**config.mk**
```make
export PLATFORM = sky130hd
export DESIGN_NAME = alt_mem_ddrx_mm_burst_arbiter
export DESIGN_NICKNAME = d
export VERILOG_FILES = /design/src/rtl/alt_mem_ddrx_mm_burst_arbiter.sv
export SDC_FILE = /design/constraint.sdc
export NUM_CORES = 1
export LEC_CHECK = 0
export BUFFER_PORTS_ARGS = -buffer_cell sky130_fd_sc_hd__buf_2
export CORE_AREA = 2 2 119 121
export CTS_BUF_LIST = sky130_fd_sc_hd__clkbuf_16
export DETAILED_ROUTE_END_ITERATION = 12
export DIE_AREA = 0 0 121 123
export GPL_TIMING_DRIVEN = 0
export PLACE_DENSITY = 0.68
export SYNTH_ARGS = -nofsm -noshare
export SYNTH_HDL_FRONTEND = slang
export SYNTH_SLANG_ARGS = --single-unit
```
**constraint.sdc**
```tcl
create_clock -name ctl_clk -period 5.2 [get_ports ctl_clk]
set_input_delay 1.3 -clock ctl_clk [delete_from_list [all_inputs] [get_ports ctl_clk]]
set_output_delay 1.3 -clock ctl_clk [all_outputs]
set_load 0.02 [all_outputs]
```
**src/rtl/alt_mem_ddrx_mm_burst_arbiter.sv**
```systemverilog
// Two-requester Avalon-MM arbiter in front of the MM-to-ST converter slave port.
// Round-robin per command. A write burst keeps the grant until every beat has
// been accepted. A tag FIFO records read return order, so each returned beat
// is routed back to the requester that issued the read.
// Optional build macro: MM_ARB_FIXED_PRIO_EN. When it is defined, port 0 always
// wins a tie. When it is undefined, ties are resolved round-robin.
module alt_mem_ddrx_mm_burst_arbiter #(
  parameter int unsigned AVL_SIZE_WIDTH = 3,
  parameter int unsigned AVL_ADDR_WIDTH = 25,
  parameter int unsigned AVL_DATA_WIDTH = 32,
  parameter int unsigned RD_TAG_AWIDTH  = 3
) (
  input  logic                          ctl_clk,
  input  logic                          ctl_reset,

  output logic                          p0_ready,
  input  logic                          p0_read_req,
  input  logic                          p0_write_req,
  input  logic [AVL_SIZE_WIDTH-1:0]     p0_size,
  input  logic [AVL_ADDR_WIDTH-1:0]     p0_addr,
  input  logic [AVL_DATA_WIDTH-1:0]     p0_wdata,
  input  logic [AVL_DATA_WIDTH/8-1:0]   p0_be,
  output logic                          p0_rdata_valid,
  output logic [AVL_DATA_WIDTH-1:0]     p0_rdata,

  output logic                          p1_ready,
  input  logic                          p1_read_req,
  input  logic                          p1_write_req,
  input  logic [AVL_SIZE_WIDTH-1:0]     p1_size,
  input  logic [AVL_ADDR_WIDTH-1:0]     p1_addr,
  input  logic [AVL_DATA_WIDTH-1:0]     p1_wdata,
  input  logic [AVL_DATA_WIDTH/8-1:0]   p1_be,
  output logic                          p1_rdata_valid,
  output logic [AVL_DATA_WIDTH-1:0]     p1_rdata,

  input  logic                          avl_ready,
  output logic                          avl_read_req,
  output logic                          avl_write_req,
  output logic [AVL_SIZE_WIDTH-1:0]     avl_size,
  output logic [AVL_ADDR_WIDTH-1:0]     avl_addr,
  output logic [AVL_DATA_WIDTH-1:0]     avl_wdata,
  output logic [AVL_DATA_WIDTH/8-1:0]   avl_be,
  input  logic                          avl_rdata_valid,
  input  logic [AVL_DATA_WIDTH-1:0]     avl_rdata,

  output logic                          arb_rd_orphan
);

  localparam int unsigned AVL_BE_WIDTH = AVL_DATA_WIDTH / 8;
  localparam int unsigned TAG_DEPTH    = 1 << RD_TAG_AWIDTH;
  localparam int unsigned TAG_CNT_W    = RD_TAG_AWIDTH + 1;
  localparam int unsigned BEAT_W       = AVL_SIZE_WIDTH + 1;

  typedef struct packed {
    logic                      port;
    logic [AVL_SIZE_WIDTH-1:0] size;
  } rd_tag_t;

  typedef enum logic [0:0] {
    ST_IDLE     = 1'b0,
    ST_WR_BURST = 1'b1
  } state_t;

  state_t                    state, state_nxt;
  logic                      burst_owner, burst_owner_nxt;
  logic [AVL_SIZE_WIDTH-1:0] burst_cnt, burst_cnt_nxt;
`ifndef MM_ARB_FIXED_PRIO_EN
  logic                      last_grant;
`endif

  rd_tag_t                   tag_mem [TAG_DEPTH];
  logic [RD_TAG_AWIDTH-1:0]  tag_wr_ptr, tag_rd_ptr;
  logic [TAG_CNT_W-1:0]      tag_cnt;
  logic [AVL_SIZE_WIDTH-1:0] beat_cnt;

  logic                      run;
  logic                      req0, req1;
  logic                      grant;
  logic                      gnt_read, gnt_write, gnt_ready;
  logic [AVL_SIZE_WIDTH-1:0] gnt_size;
  logic                      rd_acc, wr_acc, first_wr_acc;
  logic                      tag_full, tag_empty;
  logic                      tag_push, tag_pop;
  rd_tag_t                   tag_head, tag_new;
  logic                      ret_hit, beat_last;
  logic [BEAT_W-1:0]         beat_inc;

  assign run  = ~ctl_reset;
  assign req0 = p0_read_req | p0_write_req;
  assign req1 = p1_read_req | p1_write_req;

  // Grant select: a burst stays locked to its owner, otherwise tie-break between requesters
  always_comb begin
    grant = 1'b0;
    if (state == ST_WR_BURST) begin
      grant = burst_owner;
    end else if (req0 && req1) begin
`ifdef MM_ARB_FIXED_PRIO_EN
      grant = 1'b0;
`else
      grant = ~last_grant;
`endif
    end else if (req1) begin
      grant = 1'b1;
    end
  end

  // Command mux from the granted requester onto the converter port
  always_comb begin
    gnt_read  = grant ? p1_read_req  : p0_read_req;
    gnt_write = grant ? p1_write_req : p0_write_req;
    gnt_size  = grant ? p1_size      : p0_size;
    avl_size  = gnt_size;
    avl_addr  = grant ? p1_addr      : p0_addr;
    avl_wdata = grant ? p1_wdata     : p0_wdata;
    avl_be    = grant ? p1_be        : p0_be;
  end

  assign tag_full  = (tag_cnt == TAG_CNT_W'(TAG_DEPTH));
  assign tag_empty = (tag_cnt == '0);

  assign avl_read_req  = run & gnt_read & ~tag_full;
  assign avl_write_req = run & gnt_write;
  assign gnt_ready     = run & avl_ready & ~(gnt_read & tag_full);
  assign p0_ready      = gnt_ready & ~grant;
  assign p1_ready      = gnt_ready &  grant;

  assign rd_acc       = gnt_ready & gnt_read;
  assign wr_acc       = gnt_ready & gnt_write;
  assign first_wr_acc = wr_acc & (state == ST_IDLE);

  // A burstcount of zero still returns one beat
  assign tag_new.port = grant;
  assign tag_new.size = (gnt_size == '0) ? AVL_SIZE_WIDTH'(1) : gnt_size;
  assign tag_push     = rd_acc;

  // Return routing: the head tag selects the destination requester
  assign tag_head  = tag_mem[tag_rd_ptr];
  assign ret_hit   = avl_rdata_valid & ~tag_empty;
  assign beat_inc  = BEAT_W'(beat_cnt) + BEAT_W'(1);
  assign beat_last = (beat_inc == BEAT_W'(tag_head.size));
  assign tag_pop   = ret_hit & beat_last;

  assign p0_rdata_valid = ret_hit & ~tag_head.port;
  assign p1_rdata_valid = ret_hit &  tag_head.port;
  assign p0_rdata       = avl_rdata;
  assign p1_rdata       = avl_rdata;
  assign arb_rd_orphan  = run & avl_rdata_valid & tag_empty;

  // Burst FSM next-state and burst bookkeeping
  always_comb begin
    state_nxt       = state;
    burst_owner_nxt = burst_owner;
    burst_cnt_nxt   = burst_cnt;
    case (state)
      ST_IDLE: begin
        if (wr_acc && (gnt_size > AVL_SIZE_WIDTH'(1))) begin
          state_nxt       = ST_WR_BURST;
          burst_owner_nxt = grant;
          burst_cnt_nxt   = gnt_size - AVL_SIZE_WIDTH'(1);
        end
      end
      ST_WR_BURST: begin
        if (wr_acc) begin
          burst_cnt_nxt = burst_cnt - AVL_SIZE_WIDTH'(1);
          if (burst_cnt == AVL_SIZE_WIDTH'(1)) begin
            state_nxt = ST_IDLE;
          end
        end
      end
      default: state_nxt = ST_IDLE;
    endcase
  end

  // FSM and burst state registers
  always_ff @(posedge ctl_clk or posedge ctl_reset) begin
    if (ctl_reset) begin
      state       <= ST_IDLE;
      burst_owner <= 1'b0;
      burst_cnt   <= '0;
    end else begin
      state       <= state_nxt;
      burst_owner <= burst_owner_nxt;
      burst_cnt   <= burst_cnt_nxt;
    end
  end

`ifndef MM_ARB_FIXED_PRIO_EN
  // Round-robin history: updated on a read or the first beat of a write
  always_ff @(posedge ctl_clk or posedge ctl_reset) begin
    if (ctl_reset) begin
      last_grant <= 1'b1;
    end else if (rd_acc || first_wr_acc) begin
      last_grant <= grant;
    end
  end
`endif

  // Tag FIFO storage
  always_ff @(posedge ctl_clk) begin
    if (tag_push) begin
      tag_mem[tag_wr_ptr] <= tag_new;
    end
  end

  // Tag FIFO pointers, occupancy and per-read beat counter
  always_ff @(posedge ctl_clk or posedge ctl_reset) begin
    if (ctl_reset) begin
      tag_wr_ptr <= '0;
      tag_rd_ptr <= '0;
      tag_cnt    <= '0;
      beat_cnt   <= '0;
    end else begin
      if (tag_push) begin
        tag_wr_ptr <= tag_wr_ptr + RD_TAG_AWIDTH'(1);
      end
      if (tag_pop) begin
        tag_rd_ptr <= tag_rd_ptr + RD_TAG_AWIDTH'(1);
      end
      case ({tag_push, tag_pop})
        2'b10:   tag_cnt <= tag_cnt + TAG_CNT_W'(1);
        2'b01:   tag_cnt <= tag_cnt - TAG_CNT_W'(1);
        default: tag_cnt <= tag_cnt;
      endcase
      if (tag_pop) begin
        beat_cnt <= '0;
      end else if (ret_hit) begin
        beat_cnt <= beat_cnt + AVL_SIZE_WIDTH'(1);
      end
    end
  end

endmodule

```
==> flow_metrics.tcl, run 1 <==
set metrics [dict create \
    yosysSeqAreaShare_pct 37.2 \
    synth_cells 467 \
    maxSlewViolCount 0 \
    hold_path.class "reg -> reg" \
    criticalPathCategory "in -> out" \
    report.final.setup_viol 0 \
    vias 3988 \
    fin_crit_sh_pct 91.9 \
    stdcell_count 928 \
    worstPathArrival_ns 3.48 \
    root_buffer "clkbuf_16" \
    synth_edf_count 32 \
    post_cts.repair.setup_buffers 0 \
    ys_ff_latch 51 \
    vdd_drop_max_mv 0.357 \
    synth_area_per_cell_um2 8.28 \
    clkLatencyLatePin_ns 0.29 \
    drc_errors 0 \
    startpoint "p0_read_req" \
    portBuffers 270 \
    cts_resized 0 \
    grt_util_all_layers_pct 17.0 \
    synth_flop_cell "edfxtp_1" \
    syn_area_um2 3870 \
    h-tree-depth 2 \
    p_comb_share_pct 67.0 \
    reg2reg_depth 10 \
    synth-compound-area-share_pct 5.47 \
    p_int_mw 1.54 \
    register_area_um2 1440 \
    viasPerCell 4.30 \
    finalCoreUtilization_pct 41.3 \
    period_minus_slack_ns 4.78 \
    grt_overflow 0 \
    clk_pin_slew_ns 0.07 \
    whs_path_depth 1 \
    hp-start "burst_cnt[0]" \
    synthSimpleGateAreaFrac_pct 25.2 \
    finalNetCount 924 \
    synth_top_family_by_area "simple AND/OR/NAND/NOR gates" \
    first_pass_iters 5 \
    dpl-instance-area_um2 5440 \
    core_um2 13600 \
    num_rows 43 \
    drive_gt1_share_pct 48.9 \
    wl_per_cell_um 14.0 \
    gp_congestion 0.903 \
    fp.dieW_um 121 \
    end_kind "output port" \
    synth_nets 647 \
    hpwlAfterDp_mm 11.0 \
    initial_core_util_pct 28.4 \
    synthArstFlopShare_pct 37.3 \
    ys_types 48 \
    rsz0062_at_grt "false" \
    layout_commonest_cell "buf_2" \
    cp.required_ns 3.90 \
    mostFrequentLayoutCells "buf_2, nand2_1, buf_4" \
    timing.fmax_ghz 0.209 \
    hold_viol 0 \
    fin_skew_ns 0.00623 \
    max_slew_margin_pct 23.7 \
    p_per_area_nw_per_um2 545 \
    cts_buffers 5 \
    grt_pass1_wl_mm 19.5 \
    ant_nets 0 \
    cts_num_sinks 51 \
    leakage_nw 3.09 \
    design_area_um2 5620 \
    dpl.cell_count 917 \
    drv_cap 0 \
    clkPwrFrac_pct 12.2 \
    synthAdderAreaFrac_pct 4.08 \
    worst_pin_slew_ns 1.14 \
    setup_tns_ns 0 \
    critPathLaunchType "input port" \
    synthXorXnorAreaFrac_pct 2.72 \
    multi_input_area_um2 1780 \
    cts_tree "done" \
    ios 303 \
    antenna_found_initial 4 \
    postRouteWirelength_mm 13.0 \
    power_frac_seq_pct 20.9 \
    grt_pass1_vias 3797 \
    synth.area.mux_share_pct 8.70 \
    areaGrowthSynthToFinish_pct 45.4 \
    ctsHoldBuffers 0 \
    fillers 1414 \
    reg2reg_from "state" \
    sw_frac_of_total_pct 49.9 \
    drtIter0Drc 152 \
    die_area_um2 14900 \
    r2r_slack_ns 1.83 \
    synth_warnings 0 \
    hold_path_end "burst_cnt[0]" \
    cp_max_fo 10 \
    outcome "finished, final reports clean" \
    grt_max_degree 22 \
    cts_buffer_depth 2 \
    worst_slack_ns 0.421 \
    pre_cts_slack_ns 0.363 \
    timing.rr.end "burst_owner" \
    p_sw_mw 1.53 \
    die_y_um 123 \
]
[Yosys cell counts (2+ instances only)]
library cell    n  share of area [%]
a21o_1          2               0.39
a21oi_1         5               0.65
a221oi_1        3               0.68
buf_1           5               0.49
buf_2           3               0.39
buf_4          66                 13
buf_6           2               0.58
clkbuf_1       10               0.97
dfrtp_1        18                 12
edfxtp_1       32                 25
ha_1           11                3.6
inv_1          14                1.4
mux2_2          4                1.2
mux2i_1        13                3.4
mux4_1          3                2.0
mux4_2          3                1.7
nand2_1       198                 19
nand2b_1        3               0.49
nand3_1         3               0.39
nand3b_1        2               0.39
nor2_1         11                1.1
nor3_1          8                1.0
nor3b_1         5               0.97
o211ai_1        2               0.39
o21a_1          2               0.39
o21ai_0         5               0.65
o31ai_1         2               0.39
or2_2           2               0.32
xnor2_1         7                1.6
xor2_1          5                1.1
[cell type report]
class / count / share of cell area, %
Buffer: 86 / 10.5
Antenna cell: 3 / 0.134
Sequential cell: 51 / 25.6
Timing Repair Buffer: 270 / 24.0
Clock inverter: 3 / 0.823
Clock buffer: 5 / 2.23
Tap cell: 180 / 4.01
Multi-Input combinational cell: 315 / 31.7
Inverter: 15 / 1.00
[state kept, by name, indices dropped and copies added (netlist names)]
register	cells
burst_cnt	3
last_grant	1
tag_cnt	4
tag_wr_ptr	3
tag_mem	32
state	1
tag_rd_ptr	3
burst_owner	1
beat_cnt	3
[kinds of logic (layout without fill, tap and decap cells)]
family | after synthesis | after routing
compound gates | 29 | 29
xor+xnor | 12 | 12
fa+ha+maj | 12 | 12
buf+inv | 101 | 379
flops | 51 | 51
mux | 24 | 24
other cells | 0 | 3
simple gates | 238 | 238
[per-layer routing]
layer,vias up,share of wire [%],global-route usage [%]
met5,-,0.10,0
met4,2,2.8,6.83
met3,25,8.1,3.27
met2,184,52,30.4
met1,1758,37,20.1
li1,2019,-,-
[worst max path at each step]
stage	end	slack, ns	cells after the start
6_report	avl_size[1]	0.42	10
3_5_place_dp	avl_size[1]	0.36	10
2_1_floorplan	avl_size[1]	1.16	8
3_3_place_gp	avl_size[1]	0.39	10
5_1_grt	avl_size[1]	0.21	10
4_1_cts	avl_size[1]	0.36	10
[power groups by stage]
stage / Sequential, mW / Clock, mW / Combinational (mW)
floorplan: 0.627 / 0 / 1.43
global placement: 0.644 / 0 / 2.06
detailed placement: 0.647 / 0 / 2.07
CTS: 0.641 / 0.378 / 2.08
global route: 0.657 / 0.397 / 2.29
finish: 0.640 / 0.373 / 2.05
[through the flow]
step	hold slack [ns]	power, mW
finish	0.492	3.06
CTS	0.497	3.10
floorplan	0.457	2.05
detailed placement	0.484	2.72
global route	0.527	3.34
global placement	0.482	2.70
[critical path, cell delays in order]
cell and delay (ns):
buf_2 0.12, o21a_1 0.18, o21a_1 0.16, buf_2 0.20, inv_2 0.16, clkbuf_1 0.45, mux2i_1 0.38, inv_1 0.21
buf_4 0.17, buf_2 0.15
Note: power is estimated with default switching activity, not from simulation.
==> run 2, diff against run 1 <==
- CELL_PAD_IN_SITES_DETAIL_PLACEMENT: not set -> 0
- CELL_PAD_IN_SITES_GLOBAL_PLACEMENT: not set -> 1
- CORE_AREA: 2 2 119 121 -> not set
- CORE_MARGIN: not set -> 1
- CORE_UTILIZATION: not set -> 29
- DIE_AREA: 0 0 121 123 -> not set
- PLACE_DENSITY: 0.68 -> 0.94
==> run 2 against run 1 <==
- utilization rose by 2.4 points
- design area fell by 0.29%
- hold slack better by 0.0044 ns
- combinational power is essentially flat
- sequential share of layout area up 0.074 points
- clock-buffer cell count unchanged
- sequential cell count stayed put
- global-route usage is 1.9 points higher
- register-to-register slack better by 0.14 ns
- power up 0.70%
- critical path type unchanged
==> flow_metrics.tcl, run 2 (synthesis gave the netlist of run 1 again) <==
set metrics [dict create \
    post_cts.repair.setup_buffers 0 \
    postRouteWirelength_mm 13.4 \
    criticalPathCategory "in -> out" \
    n_antenna_cell 0 \
    leakage_nw 3.10 \
    root_buffer "clkbuf_16" \
    cts_buffers 5 \
    drc_errors 0 \
    first_pass_iters 4 \
    report.final.setup_viol 0 \
    viasPerCell 4.31 \
    p_per_area_nw_per_um2 550 \
    die_area_um2 13800 \
    timing.fmax_ghz 0.209 \
    worstPathArrival_ns 3.49 \
    drv_cap 0 \
    finalNetCount 924 \
    die_y_um 117 \
    ios 303 \
    end_kind "output port" \
    wl_per_cell_um 14.7 \
    h-tree-depth 2 \
    fillers 1380 \
    ant_nets 0 \
    worst_pin_slew_ns 1.08 \
    crit_buf_inv 6 \
    total_power_mw 3.09 \
    antenna_found_initial 1 \
    critPathLaunchType "input port" \
    slowest_stage "buf_1" \
    r2r_slack_ns 1.97 \
    layout_commonest_cell "buf_2" \
    hp-start "tag_wr_ptr[2]" \
    grt_pass1_wl_mm 20.4 \
    fin_skew_ns 0.00489 \
    grt_util_all_layers_pct 18.9 \
    vdd_drop_max_mv 0.206 \
    cts_resized 0 \
    clkLatencyLatePin_ns 0.29 \
    cpMostUsedCell "buf_2" \
    reg_top3 "tag_mem (32), tag_cnt (4)" \
    critical-path-max-stage-delay_ns 0.48 \
    drive_gt1_share_pct 48.9 \
    reg2reg_from "tag_rd_ptr[1]" \
    cts_tree "done" \
    fp.dieW_um 117 \
    setup_tns_ns 0 \
    initial_core_util_pct 30.2 \
    grt_overflow 0 \
    whs_path_depth 1 \
    hpwlAfterDp_mm 11.5 \
    reg2reg_depth 14 \
    cp_max_fo 10 \
    rsz0062_at_grt "false" \
    mostFrequentLayoutCells "buf_2, nand2_1, buf_4" \
    period_minus_slack_ns 4.79 \
    cp.required_ns 3.90 \
    num_rows 41 \
    regMostFlops "tag_mem" \
    areaGrowthSynthToFinish_pct 45.0 \
    grt_max_degree 22 \
    clk_pin_slew_ns 0.07 \
    outcome "finished, final reports clean" \
    drtIter0Drc 108 \
    hold_viol 0 \
    max_slew_margin_pct 28.0 \
    ctsHoldBuffers 0 \
    cts_num_sinks 51 \
    gp_congestion 0.806 \
    vias 3952 \
    largest_reg_flops 32 \
    cp_top_family "buffers and inverters" \
    cts_buffer_depth 2 \
    fin_crit_sh_pct 92.2 \
    timing.rr.end "tag_cnt[3]" \
    path_cells "buf_2, o21a_1, o21a_1, buf_2, inv_2, clkbuf_1, buf_1, nand2_1, nand2_1, buf_2" \
    grt_pass1_vias 3957 \
    hold_path.class "reg -> reg" \
    hold_path_end "tag_wr_ptr[2]" \
    core_um2 12800 \
    portBuffers 270 \
    maxSlewViolCount 0 \
]
[run 2: cell count changes in the layout (fill, tap and decap cells not counted), sizes merged]
| cell | previous run | this run |
|---|---|---|
| clkinvlp | 1 | 0 |
| diode | 3 | 0 |
| clkinv | 0 | 1 |
[run 2: worst max path at each step]
stage                           start       endpoint  slack [ns]  depth (start not counted)
final                     p0_read_req  avl_wdata[21]        0.41                         10
after global routing      p0_read_req    avl_size[1]        0.18                         10
after CTS                 p0_read_req  avl_wdata[21]        0.37                         10
after detailed placement  p0_read_req  avl_wdata[21]        0.37                         10
after global placement    p0_read_req  avl_wdata[21]        0.38                         10
after floorplan           p0_read_req    avl_size[1]        1.16                          8
[run 2: per-stage QoR]
| stage | hold slack (ns) | setup slack, ns | area [um2] | cells | util (%) |
|---|---|---|---|---|---|
| 2_1_floorplan | 0.457 | 1.16 | 3870 | 467 | - |
| 3_3_place_gp | 0.480 | 0.380 | 5430 | 909 | 42.4 |
| 3_5_place_dp | 0.490 | 0.374 | 5430 | 909 | 42.4 |
| 4_1_cts | 0.504 | 0.367 | 5610 | 917 | 43.7 |
| 5_1_grt | 0.539 | 0.183 | 5610 | 917 | 43.7 |
| 6_report | 0.496 | 0.408 | 5610 | 917 | 43.7 |
[run 2: area by class of cell]
class	count	area, um2	share of cell area (%)
well taps	172	215	3.84
clock buffers	5	125	2.23
plain buffers	86	589	10.5
flip-flops and latches	51	1440	25.6
clock inverters	3	47.5	0.848
repair buffers	270	1350	24.1
multi-input cells	315	1780	31.8
inverters	15	56.3	1.00
[run 2: worst reg2reg max path, delay by kind of cell (launching register included)]
| kind | cells | cell delay (ns) |
|---|---|---|
| mux | 2 | 0.61 |
| compound gates | 2 | 0.34 |
| xor+xnor | 3 | 0.43 |
| buf+inv | 2 | 0.54 |
| fa+ha+maj | 2 | 0.45 |
| simple gates | 3 | 0.37 |
| flops | 1 | 0.39 |
[run 2: power by group]
part / internal [mW] / total [mW] / switching [mW]
combinational: 0.747 / 2.07 / 1.32
sequential: 0.560 / 0.642 / 0.0830
clock: 0.229 / 0.374 / 0.145
total: 1.54 / 3.09 / 1.55
[run 2: layer usage]
layer	GRT usage [%]	part of all wire, %	vias to the layer above
li1	-	-	2021
met1	20.6	39	1787
met2	35.4	52	127
met3	6.20	7.9	15
met4	3.69	1.2	2
met5	0	0.074	-
